`src/rtl/pipeline_pkg.sv`:
```
`default_nettype none
// ============================================================================
// Module      : pipeline_pkg
// Description : Shared types for the pipeline hazard/redirect controller:
//               redirect FSM state encoding and per-stage stall/flush bundle.
// Revision    : 1.0 - initial release
// ============================================================================
package pipeline_pkg;

    typedef enum logic [1:0] {
        IDLE      = 2'd0,
        WAIT_SLOT = 2'd1,
        REDIR     = 2'd2
    } ctrl_state_t;

    typedef struct packed {
        logic stall;
        logic flush;
    } stage_ctrl_t;

endpackage
`default_nettype wire

```
`src/rtl/pipeline_ctrl_redirect_fsm.sv`:
```
`default_nettype none
// ============================================================================
// Module      : redirect_fsm
// Description : Delayed-branch redirect sequencer. Holds the decode-resolved
//               target until the delay slot is fetched, then redirects fetch.
// Revision    : 1.0 - initial release
// ============================================================================
module redirect_fsm
    import pipeline_pkg::*;
#(
    parameter int ADDR_W = 32
) (
    input  logic              clk,
    input  logic              reset,
    input  logic              br_taken,
    input  logic [ADDR_W-1:0] br_target,
    input  logic              i_busy,
    input  logic              d_busy,
    input  logic              stall_d,
    input  logic              redirect_ready,
    output logic              active,
    output logic              fire,
    output logic              redirect_valid,
    output logic [ADDR_W-1:0] redirect_pc,
    output logic              fetch_kill
);

    ctrl_state_t       r_state;
    logic              r_redirect_valid;
    logic [ADDR_W-1:0] r_redirect_pc;
    logic              r_fetch_kill;

    logic              w_accept;
    ctrl_state_t       w_after_accept;

    assign active = (r_state != IDLE);
    assign fire   = (r_state == REDIR) && redirect_ready && !d_busy;

    // A new branch may start only from IDLE or on the cycle the pending
    // redirect completes; anything else in flight is a delay-slot branch.
    assign w_accept       = br_taken && !stall_d && ((r_state == IDLE) || fire);
    assign w_after_accept = i_busy ? WAIT_SLOT : REDIR;

    always_ff @(posedge clk) begin
        if (reset) begin
            r_state          <= IDLE;
            r_redirect_valid <= 1'b0;
            r_redirect_pc    <= '0;
            r_fetch_kill     <= 1'b0;
        end else begin
            r_fetch_kill <= fire;
            if (w_accept) begin
                r_redirect_pc    <= br_target;
                r_state          <= w_after_accept;
                r_redirect_valid <= !i_busy;
            end else begin
                case (r_state)
                    IDLE: begin
                        r_redirect_valid <= 1'b0;
                    end
                    WAIT_SLOT: begin
                        if (!i_busy) begin
                            r_state          <= REDIR;
                            r_redirect_valid <= 1'b1;
                        end
                    end
                    REDIR: begin
                        if (fire) begin
                            r_state          <= IDLE;
                            r_redirect_valid <= 1'b0;
                        end
                    end
                    default: begin
                        r_state          <= IDLE;
                        r_redirect_valid <= 1'b0;
                    end
                endcase
            end
        end
    end

    assign redirect_valid = r_redirect_valid;
    assign redirect_pc    = r_redirect_pc;
    assign fetch_kill     = r_fetch_kill;

endmodule
`default_nettype wire

```
`src/rtl/pipeline_ctrl.sv`:
```
`default_nettype none
// ============================================================================
// Module      : pipeline_ctrl
// Description : 5-stage pipeline hazard priority logic and redirect control.
//               Optional perf counters enabled by macro PIPE_CTRL_PERF_EN.
// Revision    : 1.0 - initial release
// ============================================================================
module pipeline_ctrl
    import pipeline_pkg::*;
#(
    parameter int ADDR_W = 32,
    parameter int PERF_W = 32
) (
    input  logic              clk,
    input  logic              reset,
    input  logic              i_busy,
    input  logic              d_busy,
    input  logic              load_use,
    input  logic              muldiv_busy,
    input  logic              br_taken,
    input  logic [ADDR_W-1:0] br_target,
    input  logic              redirect_ready,
    output logic              stall_f,
    output logic              stall_d,
    output logic              stall_e,
    output logic              stall_m,
    output logic              flush_d,
    output logic              flush_e,
    output logic              flush_m,
    output logic              flush_w,
    output logic              redirect_valid,
    output logic [ADDR_W-1:0] redirect_pc,
    output logic              fetch_kill,
    output logic [PERF_W-1:0] perf_stall_cycles,
    output logic [PERF_W-1:0] perf_redirects
);

    logic        w_stall_f;
    logic        w_flush_w;
    stage_ctrl_t w_ctrl_d;
    stage_ctrl_t w_ctrl_e;
    stage_ctrl_t w_ctrl_m;
    logic        w_fsm_active;
    logic        w_fire;

    // Each hazard stalls everything upstream of its stage and bubbles the
    // stage just below it; the if/else chain keeps lower-priority flushes off
    // stages that a higher-priority hazard is holding.
    always_comb begin
        w_stall_f = 1'b0;
        w_flush_w = 1'b0;
        w_ctrl_d  = '0;
        w_ctrl_e  = '0;
        w_ctrl_m  = '0;
        if (!reset) begin
            if (d_busy) begin
                w_stall_f      = 1'b1;
                w_ctrl_d.stall = 1'b1;
                w_ctrl_e.stall = 1'b1;
                w_ctrl_m.stall = 1'b1;
                w_flush_w      = 1'b1;
            end else if (muldiv_busy) begin
                w_stall_f      = 1'b1;
                w_ctrl_d.stall = 1'b1;
                w_ctrl_e.stall = 1'b1;
                w_ctrl_m.flush = 1'b1;
            end else if (load_use) begin
                w_stall_f      = 1'b1;
                w_ctrl_d.stall = 1'b1;
                w_ctrl_e.flush = 1'b1;
            end else if (i_busy) begin
                w_stall_f      = 1'b1;
                w_ctrl_d.flush = 1'b1;
            end
            if (w_fsm_active && !w_fire) begin
                w_stall_f = 1'b1;
            end
        end
    end

    assign stall_f = w_stall_f;
    assign stall_d = w_ctrl_d.stall;
    assign stall_e = w_ctrl_e.stall;
    assign stall_m = w_ctrl_m.stall;
    assign flush_d = w_ctrl_d.flush;
    assign flush_e = w_ctrl_e.flush;
    assign flush_m = w_ctrl_m.flush;
    assign flush_w = w_flush_w;

    redirect_fsm #(
        .ADDR_W (ADDR_W)
    ) u_redirect_fsm (
        .clk            (clk),
        .reset          (reset),
        .br_taken       (br_taken),
        .br_target      (br_target),
        .i_busy         (i_busy),
        .d_busy         (d_busy),
        .stall_d        (w_ctrl_d.stall),
        .redirect_ready (redirect_ready),
        .active         (w_fsm_active),
        .fire           (w_fire),
        .redirect_valid (redirect_valid),
        .redirect_pc    (redirect_pc),
        .fetch_kill     (fetch_kill)
    );

`ifdef PIPE_CTRL_PERF_EN
    localparam logic [PERF_W-1:0] C_PERF_ONE = {{(PERF_W-1){1'b0}}, 1'b1};

    logic [PERF_W-1:0] r_perf_stall_cycles;
    logic [PERF_W-1:0] r_perf_redirects;

    always_ff @(posedge clk) begin
        if (reset) begin
            r_perf_stall_cycles <= '0;
            r_perf_redirects    <= '0;
        end else begin
            if (w_stall_f) begin
                r_perf_stall_cycles <= r_perf_stall_cycles + C_PERF_ONE;
            end
            if (w_fire) begin
                r_perf_redirects <= r_perf_redirects + C_PERF_ONE;
            end
        end
    end

    assign perf_stall_cycles = r_perf_stall_cycles;
    assign perf_redirects    = r_perf_redirects;
`else
    assign perf_stall_cycles = '0;
    assign perf_redirects    = '0;
`endif

endmodule
`default_nettype wire

```
`config.mk`:
```
export PLATFORM = sky130hd
export DESIGN_NAME = pipeline_ctrl
export DESIGN_NICKNAME = d
export VERILOG_FILES = /design/src/rtl/pipeline_pkg.sv /design/src/rtl/pipeline_ctrl_redirect_fsm.sv /design/src/rtl/pipeline_ctrl.sv
export SDC_FILE = /design/constraint.sdc
export NUM_CORES = 1
export LEC_CHECK = 0
export ABC_CLOCK_PERIOD_IN_PS = 2050
export BUFFER_PORTS_ARGS = -buffer_cell sky130_fd_sc_hd__buf_2
export CAP_MARGIN = 10
export CORE_MARGIN = 2
export CORE_UTILIZATION = 42
export DETAILED_ROUTE_END_ITERATION = 7
export PLACE_DENSITY = 0.8
export SYNTH_ARGS = -nofsm -noshare
export SYNTH_HDL_FRONTEND = slang
export SYNTH_SLANG_ARGS = --single-unit
```
`constraint.sdc`:
```
create_clock -name clk -period 2.05 [get_ports clk]
set_input_delay 0.41 -clock clk [delete_from_list [all_inputs] [get_ports clk]]
set_output_delay 0.41 -clock clk [all_outputs]
set_load 0.01 [all_outputs]
```
==> parameters.txt <==
Parameter                              Value

Outcome
  Outcome ... complete, no violations

Min path
  Min-delay worst type ... input port to flop
  Worst hold start ... br_target[27]
  Hold path endpoint ... u_redirect_fsm.redirect_pc[27]$_SDFFE_PP0P_
  Worst hold path stage count ... 3

STA
  Final Slew Violations ... 0
  Final Hold Fails ... 0
  Setup repair after global routing missed its margin ... no
  Setup total negative slack ... 0 ns
  Maximum achievable frequency ... between 0.5 and 0.6 GHz
  Final setup violating endpoints ... 0
  Worst clock skew ... 0.00411 ns
  Min Tclk post-route ... 1.80 ns
  Share of the cycle needed by the critical path after routing ... 87.9%

Pwr
  Power density normalized to cell area ... 594 nW/um^2
  Part of the total power dissipated in the clock network ... 36.3%
  Internal Pwr Total ... 1110 uW
  Switching part of the total power ... 25.6%
  Sequential group share of total power ... 48.6%
  Logic pwr share ... 15.0%
  Net switching power ... approximately 380 uW
  Worst ir drop on vdd ... 0.000270 V
  Static power due to leakage ... 0.00119 uW

CTS
  CTS tree ... yes
  CTS H-tree lvls ... 2
  Post-cts repair resize count ... 0
  Total clock buffers created by CTS ... 5
  Num Clock Sinks ... 36
  CTS hold repair buffers ... 0
  CTS Buffer Depth ... 2
  Root buffer selected by CTS ... sky130_fd_sc_hd__clkbuf_8
  Clk pin slew, worst setup/hold paths ... 0.07 ns
  Clock insertion delay at the later pin of the skew report ... 0.28 ns
  Setup repair bufs after CTS ... 0

Route
  Average wire per cell in the routed design ... 9.40 um
  Overall routed net length ... 3.64 mm
  Post-route ant nets ... 0
  Total via count after detailed routing ... between 1500 and 2000
  Number of violations reported at the end of detailed-routing iteration 0 ... 40
  Number of DRC violations after detailed routing ... 0
  Via-to-Cell Ratio ... 4.05
  DRT Pass-1 Iters ... 4

Final layout
  Leading cell types in the layout, fill and taps excluded ... 81 x sky130_fd_sc_hd__buf_2, 67 x sky130_fd_sc_hd__nand2b_1, 64 x sky130_fd_sc_hd__conb_1
  Fraction of layout instances using a drive strength above 1 ... 29.0%
  Most frequent standard cell in the layout excluding fill and tap cells ... sky130_fd_sc_hd__buf_2
  Finished Cell Area ... 2500 sq um
  P&R area growth vs syn ... 12.9%
  Number of diodes ... 0
  # nets final ... 357

Critical path
  Critical Path Max Stage Delay ... slightly above 0.4 ns
  FF-to-FF Start ... u_redirect_fsm.r_state[1]$_SDFFE_PP0P_
  Endpoint class of the critical path ... output port
  Capture point of the worst reg-to-reg path ... u_redirect_fsm.redirect_pc[25]$_SDFFE_PP0P_
  Depth of the worst register-to-register path ... 4
  Worst reg-to-reg setup slack ... 0.65 ns
  CP Data Arrival Time ... ~1.4 ns
  Highest-delay cell along the critical path ... sky130_fd_sc_hd__or3_4
  Critical path data required time ... 1.64 ns
  Cell family contributing the most delay on the critical path ... simple AND/OR/NAND/NOR gates
  Dominant cell type by count on the critical path ... sky130_fd_sc_hd__buf_2
  Worst Setup Start Kind ... input port
  Critical path type ... input port to output port
  Series of cell instances along the critical path ... buf_2, or3_4, nor4_1, nor2_1, buf_2
  WP buf/inv ... 2
  Peak fanout along the critical path ... 4

Yosys
  Average cell area after synthesis ... 9.17 sq um
  Post-Synthesis Cell Area ... 2220 sq um
  Number of distinct library cells after synthesis ... 23
  FF+latch count, synth ... 36
  Fraction of the yosys area taken by sequential cells ... 32.5%
  Gate count after technology mapping ... 242
  Warning count from the yosys run ... 0

Floorplan
  Die Ht ... 76.7 um
  Number of top-level design ports ... between 100 and 150
  Die area ... a little under 6000 sq um
  Initial cell density of the core ... 43.4%
  Horizontal die dimension ... 76.7 um
  Standard cell core area ... 5110 sq um
  Placement row count ... 26

Global route
  Wire length of the first global-routing pass ... a little under 6 mm
  Vias in the first global route ... 1359
  Antenna violations before repair ... 0
  Residual overflow from global routing ... 0
  Largest net degree at the start of global routing ... 53
  Global-route total usage across every layer ... between 10% and 20%

Placement
  GP Congestion ... 0.677
  Count of input and output buffers ... 81
  Final HPWL DP ... 2.68 mm
  Cell area after placement ... 2410 sq um

Job
  Maxcap violations ... 0
[power groups by stage]
stage	clock (uW)	sequential (uW)	combinational, uW
floorplan	0	745	240
global placement	0	739	221
detailed placement	0	739	224
CTS	572	723	224
global route	603	725	249
finish	540	723	224
[worst max-delay path by stage]
stage / slack [ns] / depth (start not counted) / endpoint / startpoint
2_1_floorplan: 0.34 / 5 / u_redirect_fsm.redirect_pc[0]$_SDFFE_PP0P_ / d_busy
3_3_place_gp: 0.27 / 5 / stall_f / load_use
3_5_place_dp: 0.22 / 5 / u_redirect_fsm.redirect_pc[25]$_SDFFE_PP0P_ / load_use
4_1_cts: 0.26 / 5 / stall_f / load_use
5_1_grt: 0.15 / 5 / stall_f / load_use
6_report: 0.25 / 5 / stall_f / load_use
[per-stage QoR]
step                      worst slack (ns)  power, uW  utilization [%]  hold WS [ns]  instances
after CTS                            0.261       1520             49.0         0.365        387
final                                0.247       1490             49.0         0.381        387
after detailed placement             0.219        963             47.1         0.463        380
after global placement               0.269        960             47.1         0.455        380
after global routing                 0.151       1580             49.0         0.378        387
after floorplan                      0.335        985                -         0.463        305
[registers in the layout, summed over array words and instances (netlist names)]
name	count
u_redirect_fsm.fetch_kill	1
u_redirect_fsm.r_state	2
u_redirect_fsm.redirect_pc	32
u_redirect_fsm.redirect_valid	1
[cell usage after synthesis, drive strengths merged]
library cell	n	area (sq um)
and3b	1	8.76
o32ai	1	8.76
or3	1	11.3
inv	1	3.75
nor2b	3	18.8
nor3	1	5.00
nor2	8	30.0
a21oi	2	10.0
nor3b	2	15.0
nor4b	3	41.3
conb	1	3.75
dfxtp	36	721
a22oi	1	7.51
o211ai	1	7.51
o22ai	1	6.26
buf	69	533
nand2b	67	419
clkbuf	9	35.0
mux2i	32	320
nor4	2	12.5
[cell type report]
class	count	area, sq um
Fill cell	486	2600
Multi-Input combinational cell	190	1160
Sequential cell	36	721
Timing Repair Buffer	83	433
Clock buffer	7	96.3
Tap cell	70	87.6
Inverter	1	3.75
[metal layers]
| metal | track usage, % | part of all wire (%) |
|---|---|---|
| met1 | 14.3 | 43 |
| met4 | 3.82 | 0.88 |
| met5 | 0 | 0 |
| met3 | 4.82 | 8.6 |
| met2 | 20.5 | 47 |
[worst min-delay path: cells and delay by family]
| kind | cells | cell delay, ns |
|---|---|---|
| mux | 1 | 0.06 |
| simple gates | 1 | 0.05 |
| buf+inv | 1 | 0.09 |
[cell families (layout without fill, tap and decap cells)]
group | after synthesis | in the layout | synth area share [%]
flops | 36 | 36 | 32.5
buf+inv | 79 | 91 | 25.8
simple gates | 88 | 88 | 25.3
mux | 32 | 32 | 14.4
compound gates | 6 | 6 | 1.81
other cells | 1 | 64 | 0.169
Note: power is estimated with default switching activity, not from simulation.
